## src/rtl/mux_pkg.sv

```systemverilog
// Shared constants and helpers for the arbitrated N-to-1 multiplexer.
package mux_pkg;

    localparam int unsigned DEF_DATA_W = 32;

    localparam logic ARB_RR    = 1'b0;
    localparam logic ARB_FIXED = 1'b1;

    // Select width for n channels; a single channel still gets a 1-bit index.
    function automatic int unsigned sel_w(input int unsigned n);
        return (n > 1) ? 32'($clog2(n)) : 32'd1;
    endfunction

endpackage

```

## src/rtl/rr_grant.sv

```systemverilog
// Combinational one-hot picker: round-robin from ptr, or fixed lowest-index priority.
module rr_grant
    import mux_pkg::*;
#(
    parameter int unsigned NUM_CH = 4,
    parameter int unsigned SEL_W  = 2
) (
    input  logic [NUM_CH-1:0] req,
    input  logic [SEL_W-1:0]  ptr,
    input  logic              mode,
    output logic [NUM_CH-1:0] gnt,
    output logic [SEL_W-1:0]  win_idx
);

    localparam int unsigned DBL_W = 2 * NUM_CH;

    logic [DBL_W-1:0] req_dbl;
    logic             found;

    assign req_dbl = {req, req};

    // Bits below ptr in the lower copy are skipped; the upper copy supplies the wrap-around.
    always_comb begin
        gnt     = '0;
        win_idx = '0;
        found   = 1'b0;
        for (int unsigned k = 0; k < DBL_W; k++) begin
            if (!found && req_dbl[k] && ((mode == ARB_FIXED) || (k >= 32'(ptr)))) begin
                found   = 1'b1;
                win_idx = SEL_W'(k % NUM_CH);
                gnt     = NUM_CH'(1) << (k % NUM_CH);
            end
        end
    end

endmodule

```

## src/rtl/rr_arb_mux.sv

```systemverilog
// N-to-1 valid/ready multiplexer with round-robin or fixed-priority arbitration and a registered output.
module rr_arb_mux
    import mux_pkg::*;
#(
    parameter int unsigned DATA_W     = DEF_DATA_W,
    parameter int unsigned NUM_CH     = 4,
    parameter int unsigned FIXED_PRIO = 0,
    parameter int unsigned SEL_W      = sel_w(NUM_CH)
) (
    input  logic                     clk,
    input  logic                     rst_n,
    input  logic [NUM_CH-1:0]        in_valid,
    output logic [NUM_CH-1:0]        in_ready,
    input  logic [NUM_CH*DATA_W-1:0] in_data,
    output logic                     out_valid,
    input  logic                     out_ready,
    output logic [DATA_W-1:0]        out_data,
    output logic [SEL_W-1:0]         out_ch
);

    localparam logic MODE = (FIXED_PRIO != 0) ? ARB_FIXED : ARB_RR;

    logic              out_valid_q, out_valid_d;
    logic [DATA_W-1:0] out_data_q,  out_data_d;
    logic [SEL_W-1:0]  out_ch_q,    out_ch_d;
    logic [SEL_W-1:0]  rr_ptr_q,    rr_ptr_d;

    logic [NUM_CH-1:0] gnt;
    logic [SEL_W-1:0]  win_idx;
    logic [DATA_W-1:0] mux_data;
    logic              load_en;
    logic              xfer;

    rr_grant #(
        .NUM_CH (NUM_CH),
        .SEL_W  (SEL_W)
    ) u_grant (
        .req     (in_valid),
        .ptr     (rr_ptr_q),
        .mode    (MODE),
        .gnt     (gnt),
        .win_idx (win_idx)
    );

    assign load_en  = !out_valid_q || out_ready;
    // Reset gating keeps producers stalled even though the grant logic is still live.
    assign in_ready = (rst_n && load_en) ? gnt : '0;
    assign xfer     = |(in_valid & in_ready);

    // AND-OR payload select driven by the one-hot grant.
    always_comb begin
        mux_data = '0;
        for (int unsigned i = 0; i < NUM_CH; i++) begin
            mux_data = mux_data | (in_data[i*DATA_W +: DATA_W] & {DATA_W{gnt[i]}});
        end
    end

    always_comb begin
        out_valid_d = out_valid_q;
        out_data_d  = out_data_q;
        out_ch_d    = out_ch_q;
        rr_ptr_d    = rr_ptr_q;
        if (load_en) begin
            out_valid_d = xfer;
            if (xfer) begin
                out_data_d = mux_data;
                out_ch_d   = win_idx;
                if (MODE == ARB_RR) begin
                    rr_ptr_d = (32'(win_idx) == (NUM_CH - 1)) ? '0 : (win_idx + SEL_W'(1));
                end
            end
        end
    end

    always_ff @(posedge clk or negedge rst_n) begin
        if (!rst_n) begin
            out_valid_q <= 1'b0;
            out_data_q  <= '0;
            out_ch_q    <= '0;
            rr_ptr_q    <= '0;
        end else begin
            out_valid_q <= out_valid_d;
            out_data_q  <= out_data_d;
            out_ch_q    <= out_ch_d;
            rr_ptr_q    <= rr_ptr_d;
        end
    end

    assign out_valid = out_valid_q;
    assign out_data  = out_data_q;
    assign out_ch    = out_ch_q;

endmodule

```

## config.mk

```make
export PLATFORM = sky130hd
export DESIGN_NAME = rr_arb_mux
export DESIGN_NICKNAME = d
export VERILOG_FILES = /design/src/rtl/mux_pkg.sv /design/src/rtl/rr_grant.sv /design/src/rtl/rr_arb_mux.sv
export SDC_FILE = /design/constraint.sdc
export NUM_CORES = 1
export LEC_CHECK = 0
export CORE_ASPECT_RATIO = 1.75
export CORE_MARGIN = 8
export CORE_UTILIZATION = 38
export DETAILED_ROUTE_END_ITERATION = 16
export GPL_ROUTABILITY_DRIVEN = 1
export GPL_TIMING_DRIVEN = 0
export PLACE_DENSITY = 0.87
export SLEW_MARGIN = 20
export SYNTH_ARGS = -nofsm -noshare
export SYNTH_HDL_FRONTEND = slang
export SYNTH_SLANG_ARGS = --single-unit
```

## constraint.sdc

```tcl
create_clock -name clk -period 5.65 [get_ports clk]
set_clock_uncertainty 0.15 [all_clocks]
set_input_delay 1.695 -clock clk [delete_from_list [all_inputs] [get_ports clk]]
set_output_delay 1.695 -clock clk [all_outputs]
set_load 0.02 [all_outputs]
```

# Yosys cells after proc, flatten, opt, wreduce, memory -nomap -nowiden
# Index checks and enable logic that the tools add are counted.
# totals
reg_bits,37
input_bits,135
output_inout_bits,39
wordCells,63
# classes
addsub,1
n_lt_le_gt_ge,3
n_eq_ne,1
mux,24
bitwise_logic,8
reduce_logical,22
# op_table
op,n
$and A32 B32 Y32,4
$or A32 B32 Y32,3
$mux W4,8
$mux W2,7
$logic_and A1 B1 Y1,11
$mux W1,9
$logic_not A1 Y1,8
$and A4 B4 Y4,1
$ge A1 B2 Y1 const A,2
$reduce_or A4 Y1,1
$add A2 B1 Y2 const B,1
$eq A2 B2 Y1 const B,1
$ge A2 B2 Y1 const A,1
$reduce_and A2 Y1,1
$logic_or A1 B1 Y1,1

# Depth between registers and ports, before layout
# depth
word_depth,30
mapped_depth,9
depth_no_buf,7

# Cells and area by module
# Synthesis repeated with hierarchy kept, for this count alone.
# hier_totals
hier_cells,230
hier_area_um2,2404.8
# by_module_without_submodules
mod,instances,cells_each,area_each_um2,seq_area_each_um2
rr_arb_mux,1,202,2240.9,925.9
rr_grant,1,28,163.9,0.0

# Worst setup path after synthesis
# Ideal clock, no wire load.
# synth_path
path_type,input to output
from,in in_valid[0]
to,out in_ready[3]
arrival_time_ns,2.925
t_required_ns,3.805
slack_ns,0.880
path_stages,5
n_path_buf,1
cell_sequence,nor2b_2 o21bai_1 clkbuf_1 nand2_1 nor2_1
# synth_between
elab_chain_cells,26
elab_cells_between_ends,31
classes_between,mux (14); reduce/logical (17)
# synth_lines
item,line_no,source
from (decl),rr_arb_mux.sv:12,"input logic [NUM_CH-1:0] in_valid,"
$logic_and A1 B1 Y1,rr_grant.sv:28,if (!found && req_dbl[k] && ((mode == ARB_FIXED) || (k >= 32'(ptr)))) begin
$mux W1,rr_grant.sv:28,
$logic_not A1 Y1,rr_grant.sv:28,
$logic_and A1 B1 Y1 (2 in a row),rr_grant.sv:28,
$mux W1,rr_grant.sv:28,
$logic_not A1 Y1,rr_grant.sv:28,
$logic_and A1 B1 Y1 (2 in a row),rr_grant.sv:28,
$mux W1,rr_grant.sv:28,
[8 not listed],--,
$mux W1,rr_grant.sv:28,
$logic_not A1 Y1,rr_grant.sv:28,
$logic_and A1 B1 Y1,rr_grant.sv:28,
$mux W1,rr_grant.sv:28,
$logic_not A1 Y1,rr_grant.sv:28,
$logic_and A1 B1 Y1,rr_grant.sv:28,
$mux W4 (*),rr_grant.sv:28,
$mux W4 (*),rr_arb_mux.sv:47,assign in_ready = (rst_n && load_en) ? gnt : '0;
to (decl),rr_arb_mux.sv:13,"output logic [NUM_CH-1:0] in_ready,"
# Mark *: on every way between the ends. The rest lies on a longest branch, timed or not.

# Worst setup path in the final report
# Same ends and word-level chain as after synthesis.

==> summary.md <==
| Metric | Value |
|---|---|
| Status | complete, no violations |
| Post-DRT Antenna Nets | 0 |
| Crit path max fanout | 10 |
| Pins over their slew limit | 0 |
| Max-Cap Viols | 0 |
| Grt total ovfl | 0 |
| P_int | 1171 uW |
| 1st-pass router iterations | 4 |
| Net Sw Frac | 38.21% |
| # rows | 38 |
| Commonest non-fill, non-tap cells in the layout | clkdlybuf4s50_1, dfrtp_1, a32o_1, a221o_1, mux2_4 |
| Reg2reg path depth | 8 |
| Initial DRC Count | 194 |
| Number of port buffers | 173 |
| CTS tree | yes |
| Critical path capture point type | output pin |
| Critical path origin | in_valid[0] |
| H-tree levels | 2 |
| Final hold vios | 0 |
| Die H | 121.5 um |
| Number of global-route vias before repair | 2933 |
| Core ar. | 6181 um2 |
| Hold Slack | 0.3424 ns |
| DRC viols | 0 |
| Syn Std Cell Area | 2415 um2 |
| Worst-margin pin slew | 0.5742 ns |
| Net count, final | 509 |
| Vias per cell | 5.678 |
| Worst Hold Launch | out_ch[0] |
| Comb power frac | 65.1% |
| Clock network fraction of design power | 9.9% |
| Synth Net Count | 330 |
| Slowest cell on crit path | clkdlybuf4s50_1 |
| Final setup viols | 0 |
| Critical path cell sequence | clkdlybuf4s50_1, nor2b_2, o21bai_4, clkbuf_2, nand2_1, nor2_1, dlygate4sd2_1 |
| Global-route wire length before repair | 15790 um |
| Pre-CTS setup slack | -0.5780 ns |
| Leakage | 0.001804 uW |
| Final WS setup | 0.1468 ns |
| Die width | 76.26 um |
| Share of layout cells above drive strength 1 | 13.94% |
| CP startpoint kind | input port |
| Layout Cells excl Fill | 453 |
| Clock Sinks | 37 |
| Fin area | 4387 um2 |
| Ports | 174 |
| Hold path depth | 1 |
| Multi-input gate area | 1408 um2 |
| Reg area | 925.9 um2 |
| Largest net degree at the start of global routing | 31 |
| Worst Hold Class | reg2reg |
| Post-DP HPWL | 8282 um |
| CTS root buf | clkbuf_8 |
| RSZ-0062 raised after global routing | no |
| WS Path Type | in2out |
| Distinct cell type count after synthesis | 30 |
| Net Sw Power | 724.1 uW |
| Synthesized area per cell | 12.45 um2 |
| Flop pwr share | 24.9% |
| Most common cell after layout, fill and taps aside | clkdlybuf4s50_1 |
| Placed Instances | 448 |
| Fmax | 181.7 MHz |
| Post-Synthesis Cells | 194 |
| Area grow syn2layout | 81.66% |
| Sequential fraction of the synthesis area | 38.34% |
| Pwr/cell area | 431.9 nW/um2 |
| Worst skew pair latency | 0.29 ns |
| Tmin final | 5.503 ns |
| Worst path required time | 3.81 ns |
| Starting Density | 39.07% |
| GRT Total Usage | 21.40% |
| Placed Area | 4262 um2 |
| Seq cells post-synth | 37 |
| Post-Route WL | 10130 um |
| Synth warn | 0 |
| # fillers | 481 |
| Peak VDD IR | 0.2609 mV |
| Total CTS buffers | 5 |
| # diodes | 0 |
| Final Wtd Congestion | 0.8280 |
| Routed vias | 2572 |
| Slew margin rel. | 61.22% |
| Worst path max stage delay | 0.51 ns |
| WL/cell | 22.36 um |
| Post-route clock period utilization | 97.40% |
| Clk pin slew, worst setup/hold paths | 0.07 ns |
| Initial antenna violation count | 0 |
| Critical R2R Launch | rr_ptr_q[0] |
| Crit path DAT | 3.66 ns |
| Clk buf depth | 2 |
| Die ar. | 9262 um2 |
layer usage:
metal / part of all wire, % / wire [um] / global-route usage, %
met5: 0 / 0 / 0
met4: 4.3 / 435 / 12.47
met3: 5.8 / 586 / 5.341
met2: 55 / 5618 / 39.20
met1: 34 / 3487 / 21.32
worst max-delay path: cells and delay by family:
| family | cells | cell delay [ns] |
|---|---|---|
| and+or+nand+nor | 3 | 0.55 |
| buffers and inverters | 3 | 1.18 |
| AOI/OAI and AO/OA | 1 | 0.23 |
state kept, by name (all words and copies together), names as in the netlist:
register,flops
out_ch,2
rr_ptr_q,2
out_valid,1
out_data,32
Yosys cell counts:
| library cell | number | area share, % |
|---|---|---|
| dfrtp_1 | 37 | 38 |
| a221o_1 | 32 | 13 |
| a32o_1 | 32 | 13 |
| mux2_4 | 30 | 19 |
| clkbuf_1 | 15 | 2.3 |
| nand2_1 | 5 | 0.78 |
| and2_1 | 4 | 1.0 |
| buf_6 | 4 | 1.9 |
| mux2_1 | 4 | 1.9 |
| nor3_1 | 4 | 0.83 |
| nand2b_1 | 3 | 0.78 |
| a211o_1 | 2 | 0.73 |
| a21oi_1 | 2 | 0.41 |
| buf_2 | 2 | 0.41 |
| nor2_1 | 2 | 0.31 |
| o21ai_0 | 2 | 0.41 |
| a21boi_0 | 1 | 0.31 |
| a21boi_1 | 1 | 0.31 |
| a21o_1 | 1 | 0.31 |
| buf_1 | 1 | 0.16 |
| ha_1 | 1 | 0.52 |
| nor2b_1 | 1 | 0.26 |
| nor2b_2 | 1 | 0.36 |
| o211a_1 | 1 | 0.41 |
| o21a_1 | 1 | 0.31 |
| o21bai_1 | 1 | 0.31 |
| o22ai_1 | 1 | 0.26 |
| o31a_1 | 1 | 0.36 |
| o41a_1 | 1 | 0.47 |
| o41ai_1 | 1 | 0.36 |
final timing paths:
check	endpoint	slack (ns)
worst max-delay path	in_ready[3]	0.15
worst min register to register	out_ch[0]	0.34
min in group asynchronous	out_data[25]	1.12
worst max register to register	out_data[27]	3.09
max in group asynchronous	out_data[29]	3.79
worst min-delay path	out_ch[0]	0.34
power by group through the flow:
stage               sequential [uW]  clock, uW  combinational [uW]
CTS                             472        194                1240
detailed placement              471          0                1220
finish                          472        188                1230
global placement                468          0                1200
global route                    487        203                1310
floorplan                       613          0                 578
cell type report:
type                       count  share of cell area (%)
clock buffer                   7                   1.968
tap                           80                   2.282
buffer                        20                   2.653
sequential                    37                   21.11
multi-input combinational    135                   32.09
timing repair buffer         174                   39.90
metrics by stage:
step / utilization (%) / total power, uW / setup TNS, ns
final: 70.97 / 1895 / 0
after global routing: 70.97 / 1997 / 0
after CTS: 70.83 / 1902 / 0
after detailed placement: 68.95 / 1692 / -1.403
after global placement: 68.70 / 1669 / -3.078
after floorplan: - / 1191 / 0
kinds of logic (layout without fill, tap and decap cells):
kind of cell / count (synthesis) / in the layout / share of synthesized area (%)
compound gates: 80 / 80 / 31.50
flops: 37 / 37 / 38.34
mux: 34 / 34 / 20.52
buf+inv: 22 / 201 / 4.766
simple gates: 20 / 20 / 4.353
fa+ha+maj: 1 / 1 / 0.5181
timing repair:
action,4_1_cts,5_1_grt
buffers inserted,0,0
setup endpoints to repair,3,2
gates resized for setup,12,4
hold buffers,0,0
(Power assumes the default switching activity.)
